### src/rtl/filter_fir_sched.sv
// Round-robin scheduler sharing one filter datapath among N_CH sample sources.
// Issues one strobe per sample, captures the result after LATENCY cycles, and sequences filter clears.
module filter_fir_sched #(
    parameter int NB_INPUT  = 8,
    parameter int NB_OUTPUT = 12,
    parameter int N_CH      = 4,
    parameter int NB_CH     = $clog2(N_CH),
    parameter int LATENCY   = 1,
    parameter int FLUSH_LEN = 3
) (
    input  logic                     clk,
    input  logic                     rst_n,
    input  logic [N_CH-1:0]          s_valid,
    input  logic [N_CH*NB_INPUT-1:0] s_data,
    output logic [N_CH-1:0]          s_ready,
    input  logic                     flush_req,
    output logic                     flush_busy,
    output logic [NB_INPUT-1:0]      f_x,
    output logic                     f_en,
    output logic                     f_clr_n,
    input  logic [NB_OUTPUT-1:0]     f_y,
    output logic                     m_valid,
    input  logic                     m_ready,
    output logic [NB_OUTPUT-1:0]     m_data,
    output logic [NB_CH-1:0]         m_ch,
    output logic [15:0]              done_cnt
);

    localparam int unsigned NCH_U   = N_CH;
    localparam int          CNT_MAX = (FLUSH_LEN > LATENCY) ? FLUSH_LEN : LATENCY;
    localparam int          CNT_W   = $clog2(CNT_MAX + 1);

    typedef enum logic [2:0] {
        ST_FLUSH,
        ST_IDLE,
        ST_ISSUE,
        ST_WAIT,
        ST_HOLD
    } state_t;

    state_t               state_q, state_d;
    logic [CNT_W-1:0]     cnt_q, cnt_d;
    logic                 pend_q, pend_d;
    logic [NB_CH-1:0]     last_grant_q, last_grant_d;
    logic [NB_CH-1:0]     tag_q, tag_d;
    logic [NB_INPUT-1:0]  f_x_q, f_x_d;
    logic                 f_en_q, f_en_d;
    logic                 f_clr_n_q, f_clr_n_d;
    logic                 m_valid_q, m_valid_d;
    logic [NB_OUTPUT-1:0] m_data_q, m_data_d;
    logic [NB_CH-1:0]     m_ch_q, m_ch_d;
    logic [15:0]          done_q, done_d;

    logic                 grant_valid;
    logic [NB_CH-1:0]     grant_idx;
    logic [NB_CH-1:0]     cand;

    // First valid channel searching upward from last_grant+1, wrapping at N_CH.
    always_comb begin
        grant_valid = 1'b0;
        grant_idx   = '0;
        cand        = '0;
        for (int unsigned i = 0; i < NCH_U; i++) begin
            cand = NB_CH'((32'(last_grant_q) + i + 32'd1) % NCH_U);
            if (!grant_valid && s_valid[cand]) begin
                grant_valid = 1'b1;
                grant_idx   = cand;
            end
        end
    end

    always_comb begin
        s_ready = '0;
        if (state_q == ST_IDLE && !pend_q && grant_valid) begin
            s_ready[grant_idx] = 1'b1;
        end
    end

    always_comb begin
        state_d      = state_q;
        cnt_d        = cnt_q;
        pend_d       = pend_q;
        last_grant_d = last_grant_q;
        tag_d        = tag_q;
        f_x_d        = f_x_q;
        m_valid_d    = m_valid_q;
        m_data_d     = m_data_q;
        m_ch_d       = m_ch_q;
        done_d       = done_q;

        unique case (state_q)
            ST_FLUSH: begin
                if (cnt_q == CNT_W'(FLUSH_LEN - 1)) begin
                    state_d = ST_IDLE;
                    cnt_d   = '0;
                end else begin
                    cnt_d = cnt_q + CNT_W'(1);
                end
            end
            ST_IDLE: begin
                if (pend_q) begin
                    state_d = ST_FLUSH;
                    cnt_d   = '0;
                    pend_d  = 1'b0;
                end else if (grant_valid) begin
                    f_x_d        = s_data[grant_idx*NB_INPUT +: NB_INPUT];
                    tag_d        = grant_idx;
                    last_grant_d = grant_idx;
                    state_d      = ST_ISSUE;
                end
            end
            ST_ISSUE: begin
                state_d = ST_WAIT;
                cnt_d   = '0;
            end
            ST_WAIT: begin
                if (cnt_q == CNT_W'(LATENCY - 1)) begin
                    m_data_d  = f_y;
                    m_ch_d    = tag_q;
                    m_valid_d = 1'b1;
                    state_d   = ST_HOLD;
                    cnt_d     = '0;
                end else begin
                    cnt_d = cnt_q + CNT_W'(1);
                end
            end
            ST_HOLD: begin
                if (m_ready) begin
                    m_valid_d = 1'b0;
                    done_d    = done_q + 16'd1;
                    state_d   = ST_IDLE;
                end
            end
            default: begin
                state_d = ST_FLUSH;
                cnt_d   = '0;
            end
        endcase

        // A request on the flush-entry edge wins, so it buys one more full flush.
        if (flush_req) begin
            pend_d = 1'b1;
        end

        f_en_d    = (state_d == ST_ISSUE);
        f_clr_n_d = (state_d != ST_FLUSH);
    end

    always_ff @(posedge clk or negedge rst_n) begin
        if (!rst_n) begin
            state_q      <= ST_FLUSH;
            cnt_q        <= '0;
            pend_q       <= 1'b0;
            last_grant_q <= NB_CH'(N_CH - 1);
            tag_q        <= '0;
            f_x_q        <= '0;
            f_en_q       <= 1'b0;
            f_clr_n_q    <= 1'b0;
            m_valid_q    <= 1'b0;
            m_data_q     <= '0;
            m_ch_q       <= '0;
            done_q       <= '0;
        end else begin
            state_q      <= state_d;
            cnt_q        <= cnt_d;
            pend_q       <= pend_d;
            last_grant_q <= last_grant_d;
            tag_q        <= tag_d;
            f_x_q        <= f_x_d;
            f_en_q       <= f_en_d;
            f_clr_n_q    <= f_clr_n_d;
            m_valid_q    <= m_valid_d;
            m_data_q     <= m_data_d;
            m_ch_q       <= m_ch_d;
            done_q       <= done_d;
        end
    end

    assign flush_busy = (state_q == ST_FLUSH);
    assign f_x        = f_x_q;
    assign f_en       = f_en_q;
    assign f_clr_n    = f_clr_n_q;
    assign m_valid    = m_valid_q;
    assign m_data     = m_data_q;
    assign m_ch       = m_ch_q;
    assign done_cnt   = done_q;

endmodule

### config.mk
export PLATFORM = sky130hd
export DESIGN_NAME = filter_fir_sched
export DESIGN_NICKNAME = d
export VERILOG_FILES = /design/src/rtl/filter_fir_sched.sv
export SDC_FILE = /design/constraint.sdc
export NUM_CORES = 1
export LEC_CHECK = 0
export ABC_AREA = 1
export BUFFER_PORTS_ARGS = -buffer_cell sky130_fd_sc_hd__buf_2
export CORE_MARGIN = 10
export CORE_UTILIZATION = 40
export DETAILED_ROUTE_END_ITERATION = 7
export GPL_TIMING_DRIVEN = 0
export PLACE_DENSITY_LB_ADDON = 0.05
export SKIP_CTS_REPAIR_TIMING = 1
export SLEW_MARGIN = 10
export SYNTH_ARGS = -nofsm -noshare
export SYNTH_HDL_FRONTEND = slang
export SYNTH_SLANG_ARGS = --single-unit
export TNS_END_PERCENT = 10
### constraint.sdc
create_clock -name clk -period 4.15 [get_ports clk]
set_clock_uncertainty 0.2 [all_clocks]
set_input_delay 0.2075 -clock clk [delete_from_list [all_inputs] [get_ports clk]]
set_output_delay 0.2075 -clock clk [all_outputs]
set_load 0.005 [all_outputs]
Word-level counts from Yosys, hierarchy flattened. Index checks and enable logic that the tools add are counted.

Register bits: 51. Input bits: 52. Output and inout bits: 46. Word-level logic and storage cells: 92.

$add $sub $neg: 8. Order comparisons: 6. Equal/unequal tests: 9. Shift operators: 1. Muxes and demuxes: 34. Bitwise operators: 2. Reduce and logical (&&, ||, !) cells: 20.

Operators with widths (number): $shiftx 32x6->8 (1); $add 16x1->16 const B (1); $lt 2x3->1 const B (5); $mux 3 (5); $pmux 3 s5 (1); $mux 2 (7); $mux 1 (13); $add 2x1->2 const B (5); $eq 3x2->1 const B (3); $bmux 1 s2 (4); $pmux 2 s4 (1); $logic_and 1x1->1 (6); $ne 2x2->1 const B (3); $reduce_and 2->1 (3); $reduce_and 3->1 (2); $add 2x2->2 const B (2); $logic_not 1->1 (4); $mux 4 (1); $reduce_bool 2->1 (2); $eq 3x1->1 const B (1); $eq 3x3->1 const B (1); $logic_not 3->1 (1); $reduce_bool 3->1 (1); $demux 1 s2 (1); other kinds (5) (6).

Depth between registers and ports, before layout.
Word-level depth: 18. Gate-level depth with buffers: 16. Depth with buffers taken out: 14.

Least setup slack after synthesis. No wires, ideal clock.

Kind: flip-flop to output port. Start point: register last_grant_q[0]. End point: output s_ready[3]. Arrival: 1.699 ns. Data required time: 3.743 ns. Slack: 2.043 ns. Cell stages (with the launch flop): 13. Path buffers: 2. Path through: dfstp_2 > buf_6 > inv_4 > nand2_1 > nand2_1 > nand2_1 > nand2_1 > nor2_4 > nand3_2 > o21bai_1 > buf_2 > nand2_1 > nor2_1.

Longest elaborated chain between the ends: 18. Elaborated cells between the ends (all ways): 35.

Ends and longest elaborated chain: from (decl) (RTL line 44) `logic [NB_CH-1:0] last_grant_q, last_grant_d;`; from (signal assigned) (RTL line 154) `last_grant_q <= NB_CH'(N_CH - 1);`; from (signal assigned) (RTL line 167) `last_grant_q <= last_grant_d;`; parallel branches: the longest is 17 deep, another holds $add 2x1->2; $mux 4 (*) (RTL line 74) `if (state_q == ST_IDLE && !pend_q && grant_valid) begin`; to (decl) (RTL line 15) `output logic [N_CH-1:0] s_ready,`.

Mark *: on every way between the ends. The select of a mux whose other input is x is not followed.

Final worst setup path. Ends and elaborated chain as after synthesis.

==> results.md <==
* Clk_lat worst skew at 300 ps
* Switch share at 0.436
* Setup Viol. Count Final at 0
* Sequential area share after synthesis at 0.456
* Setup TNS at 0 ps
* Mapped cell area at 2800 um^2
* Reg2reg end: f_x[3]
* Clock root cell: clkbuf_8
* Min-Delay Endpoint: f_x[7]
* CTS sink count at 51
* Hold Crit Class: in2reg
* Largest family of logic cells by synthesized area: simple AND/OR/NAND/NOR gates
* Launching point of the worst reg2reg path: last_grant_q[0]
* Area delta synth->final at 30.1%
* Post-synthesis net count at 402
* Max Clk Rate at 361 MHz
* Die Height at 104 um
* Internal Pwr Total at 1290 uW
* Startpoint Class: flop
* Adder-Cell Fraction of Synth Area at 0.0268
* Final hold viol count at 0
* FF+latch count, synth at 51
* Status: finished clean
* Hold Startpoint: s_data[23]
* # rows at 30
* Share of cells above drive strength 1 at 0.315
* Largest net degree at the start of global routing at 52
* DR vias/cell at 4.43
* Routed Antenna Nets at 0
* Num CTS Buffers at 5
* Most instantiated cells after synthesis: nand2_1, dfrtp_1, inv_1, nand3_1, nor2_1
* Clock Pin Slew Worst Setup and Hold Paths at 90 ps
* Simple-gate share of the synthesized area at 0.304
* Post-synth top area share at 0.437
* Worst path required time at 3740 ps
* Post-synth top area cell: dfrtp_1
* Maximum fanout along the worst path at 10
* Final critical-path share of the clock period at 0.667
* Max IR drop VDD at 0.369 mV
* Crit path capture type: output pin
* Clock power frac at 0.122
* Sequential share of power at 0.329
* Crit path DAT at 2360 ps
* Fraction of the mapped netlist area in compound gates at 0.0272
* Syn avg cell area at 8.15 um^2
* Number of max-cap violations at 0
* Wire length per cell at 12.6 um
* Synth warn at 0
* Starting Density at 0.413
* Core Region at 6790 um^2
* Top cells by area, synth: dfrtp_1, nand2_1, nand3_1, inv_1, mux2_2
* Post-Synthesis Cells at 344
* Share of power burned in combinational logic at 0.549
* N_diodes at 0
* Period minus WS final at 2770 ps
* GRT Util Overall at 0.128
* R2r setup slk at 1940 ps
* Most used DFF post-synth: dfrtp_1
* Routed vias at 2483
* Port-buffer cells at 97
* DP Wirelength at 5530 um
* Vias in the first global route at 2539
* Xor and xnor area share after synthesis at 0.0469
* # IOs at 98
* Remaining Overflow, GRT at 0
* First-pass GRT wire length at 11700 um
* RSZ-0062 raised after global routing: false
* Setup WS post-layout at 1380 ps
* Slew Viols, Final at 0
* Die ar. at 10800 um^2
* Psw at 1000 uW
* Measured slew at the worst slew-check pin at 634 ps
* Synth async-reset ratio at 1.00
* Max H-tree Level at 2
* Post-synthesis mux area share at 0.0482
* Register-to-Register Path Depth at 14
* Static Leak at 0.00210 uW
* Relative slew slack at 0.577
* Residual DRC count at 0
* PwrDens at 629 nW/um^2
* Fin nets at 521
* Detailed router's first-iteration violation count at 68
* Distinct cell type count of the synthesized netlist at 31
* Clock buffer depth at 2
* Die width at 104 um
* DRT Wirelength at 7030 um
* Drt pass-1 iters at 4
* Most common cell in the netlist: nand2_1
* Post-synth EDFFs at 0
* DP Worst Slack at 1730 ps
* Kind of critical path: reg2out
* Initial antenna violation count at 0
* Placer congestion estimate at 0.801
* Worst Hold Path Cells at 7
* CTS tree: yes
==> worst max-delay path, cell delays in order, from the launching register on <==
cell	delay [ps]
dfstp_2	530
buf_6	120
inv_4	60
nand2_1	70
nand2_1	70
nand2_1	80
nand2_1	90
nor2_4	120
nand3_2	110
o21bai_1	170
buf_2	240
nand2_1	120
nor2_1	120
buf_2	140
==> per-layer routing <==
metal,share of wire,wire [um],up-vias,GRT usage
met5,0,0,-,0
met4,0.013,91,0,0.0437
met3,0.061,432,8,0.0440
met2,0.48,3360,66,0.209
met1,0.45,3150,1105,0.154
li1,-,-,1304,-
==> state kept, by name, indices dropped and copies added, names as in the netlist, 2 cells and up <==
signal	count
m_ch	2
tag_q	2
cnt_q	2
last_grant_q	2
f_x	8
m_data	12
state_q	3
done_cnt	16
==> area by class of cell <==
| type | count | area [um^2] |
|---|---|---|
| fillers | 687 | 3150 |
| flip-flops and latches | 51 | 1280 |
| multi-input cells | 232 | 1270 |
| repair buffers | 112 | 638 |
| inverters | 54 | 205 |
| well taps | 96 | 120 |
| clock buffers | 6 | 72.6 |
| plain buffers | 7 | 50.0 |
| clock inverters | 2 | 12.5 |
==> per-stage QoR <==
| step | area [um^2] | hold slack, ps | power (uW) | utilization | std cells |
|---|---|---|---|---|---|
| finish | 3650 | 80.9 | 2290 | 0.537 | 560 |
| global route | 3650 | 115 | 2540 | 0.537 | 560 |
| CTS | 3490 | -110 | 2320 | 0.514 | 545 |
| detailed placement | 3410 | 215 | 2040 | 0.502 | 537 |
| global placement | 3410 | 206 | 2010 | 0.502 | 537 |
| floorplan | 2800 | -288 | 1650 | - | 344 |
==> worst max path at each step <==
| stage | cells after the start | startpoint | end | slack, ps |
|---|---|---|---|---|
| final | 13 | last_grant_q[0] | s_ready[3] | 1380 |
| after detailed placement | 13 | last_grant_q[0] | s_ready[3] | 1730 |
| after floorplan | 12 | last_grant_q[0] | s_ready[3] | 2040 |
| after global routing | 13 | last_grant_q[0] | s_ready[3] | 1140 |
| after global placement | 13 | last_grant_q[0] | s_ready[3] | 1700 |
| after CTS | 13 | last_grant_q[0] | s_ready[3] | 1370 |
==> power groups by stage <==
stage	logic [uW]	clock network, uW	registers (uW)
6_report	1260	281	754
5_1_grt	1440	317	782
4_1_cts	1270	294	755
3_5_place_dp	1270	0	764
3_3_place_gp	1260	0	757
2_1_floorplan	888	0	767
==> cell usage in the layout (no fill, tap or decap), types with 2 or more instances in the layout <==
| cell | instances |
|---|---|
| nand2_2 | 5 |
| nand3_1 | 46 |
| dfstp_2 | 2 |
| nor3_1 | 4 |
| inv_1 | 49 |
| buf_4 | 2 |
| dlygate4sd3_1 | 15 |
| clkbuf_8 | 5 |
| xnor2_1 | 6 |
| nor2_1 | 13 |
| nor2_2 | 3 |
| nand2_4 | 4 |
| o21bai_1 | 2 |
| o21ai_0 | 7 |
| nand4_1 | 4 |
| xor2_1 | 9 |
| nand2_1 | 102 |
| dfrtp_1 | 49 |
| mux2_2 | 12 |
| nor2_4 | 2 |
| buf_6 | 2 |
| ha_1 | 6 |
| inv_2 | 3 |
| buf_2 | 100 |
==> logic make-up (layout without fill, tap and decap cells) <==
family                     count (synthesis)  after routing
buffers and inverters                     61            181
and+or+nand+nor                          186            186
adders and majority gates                  6              6
AOI/OAI and AO/OA                         13             13
xor gates and xnor gates                  15             15
DFF                                       51             51
muxes                                     12             12
Power figures use the tool's default switching activity.
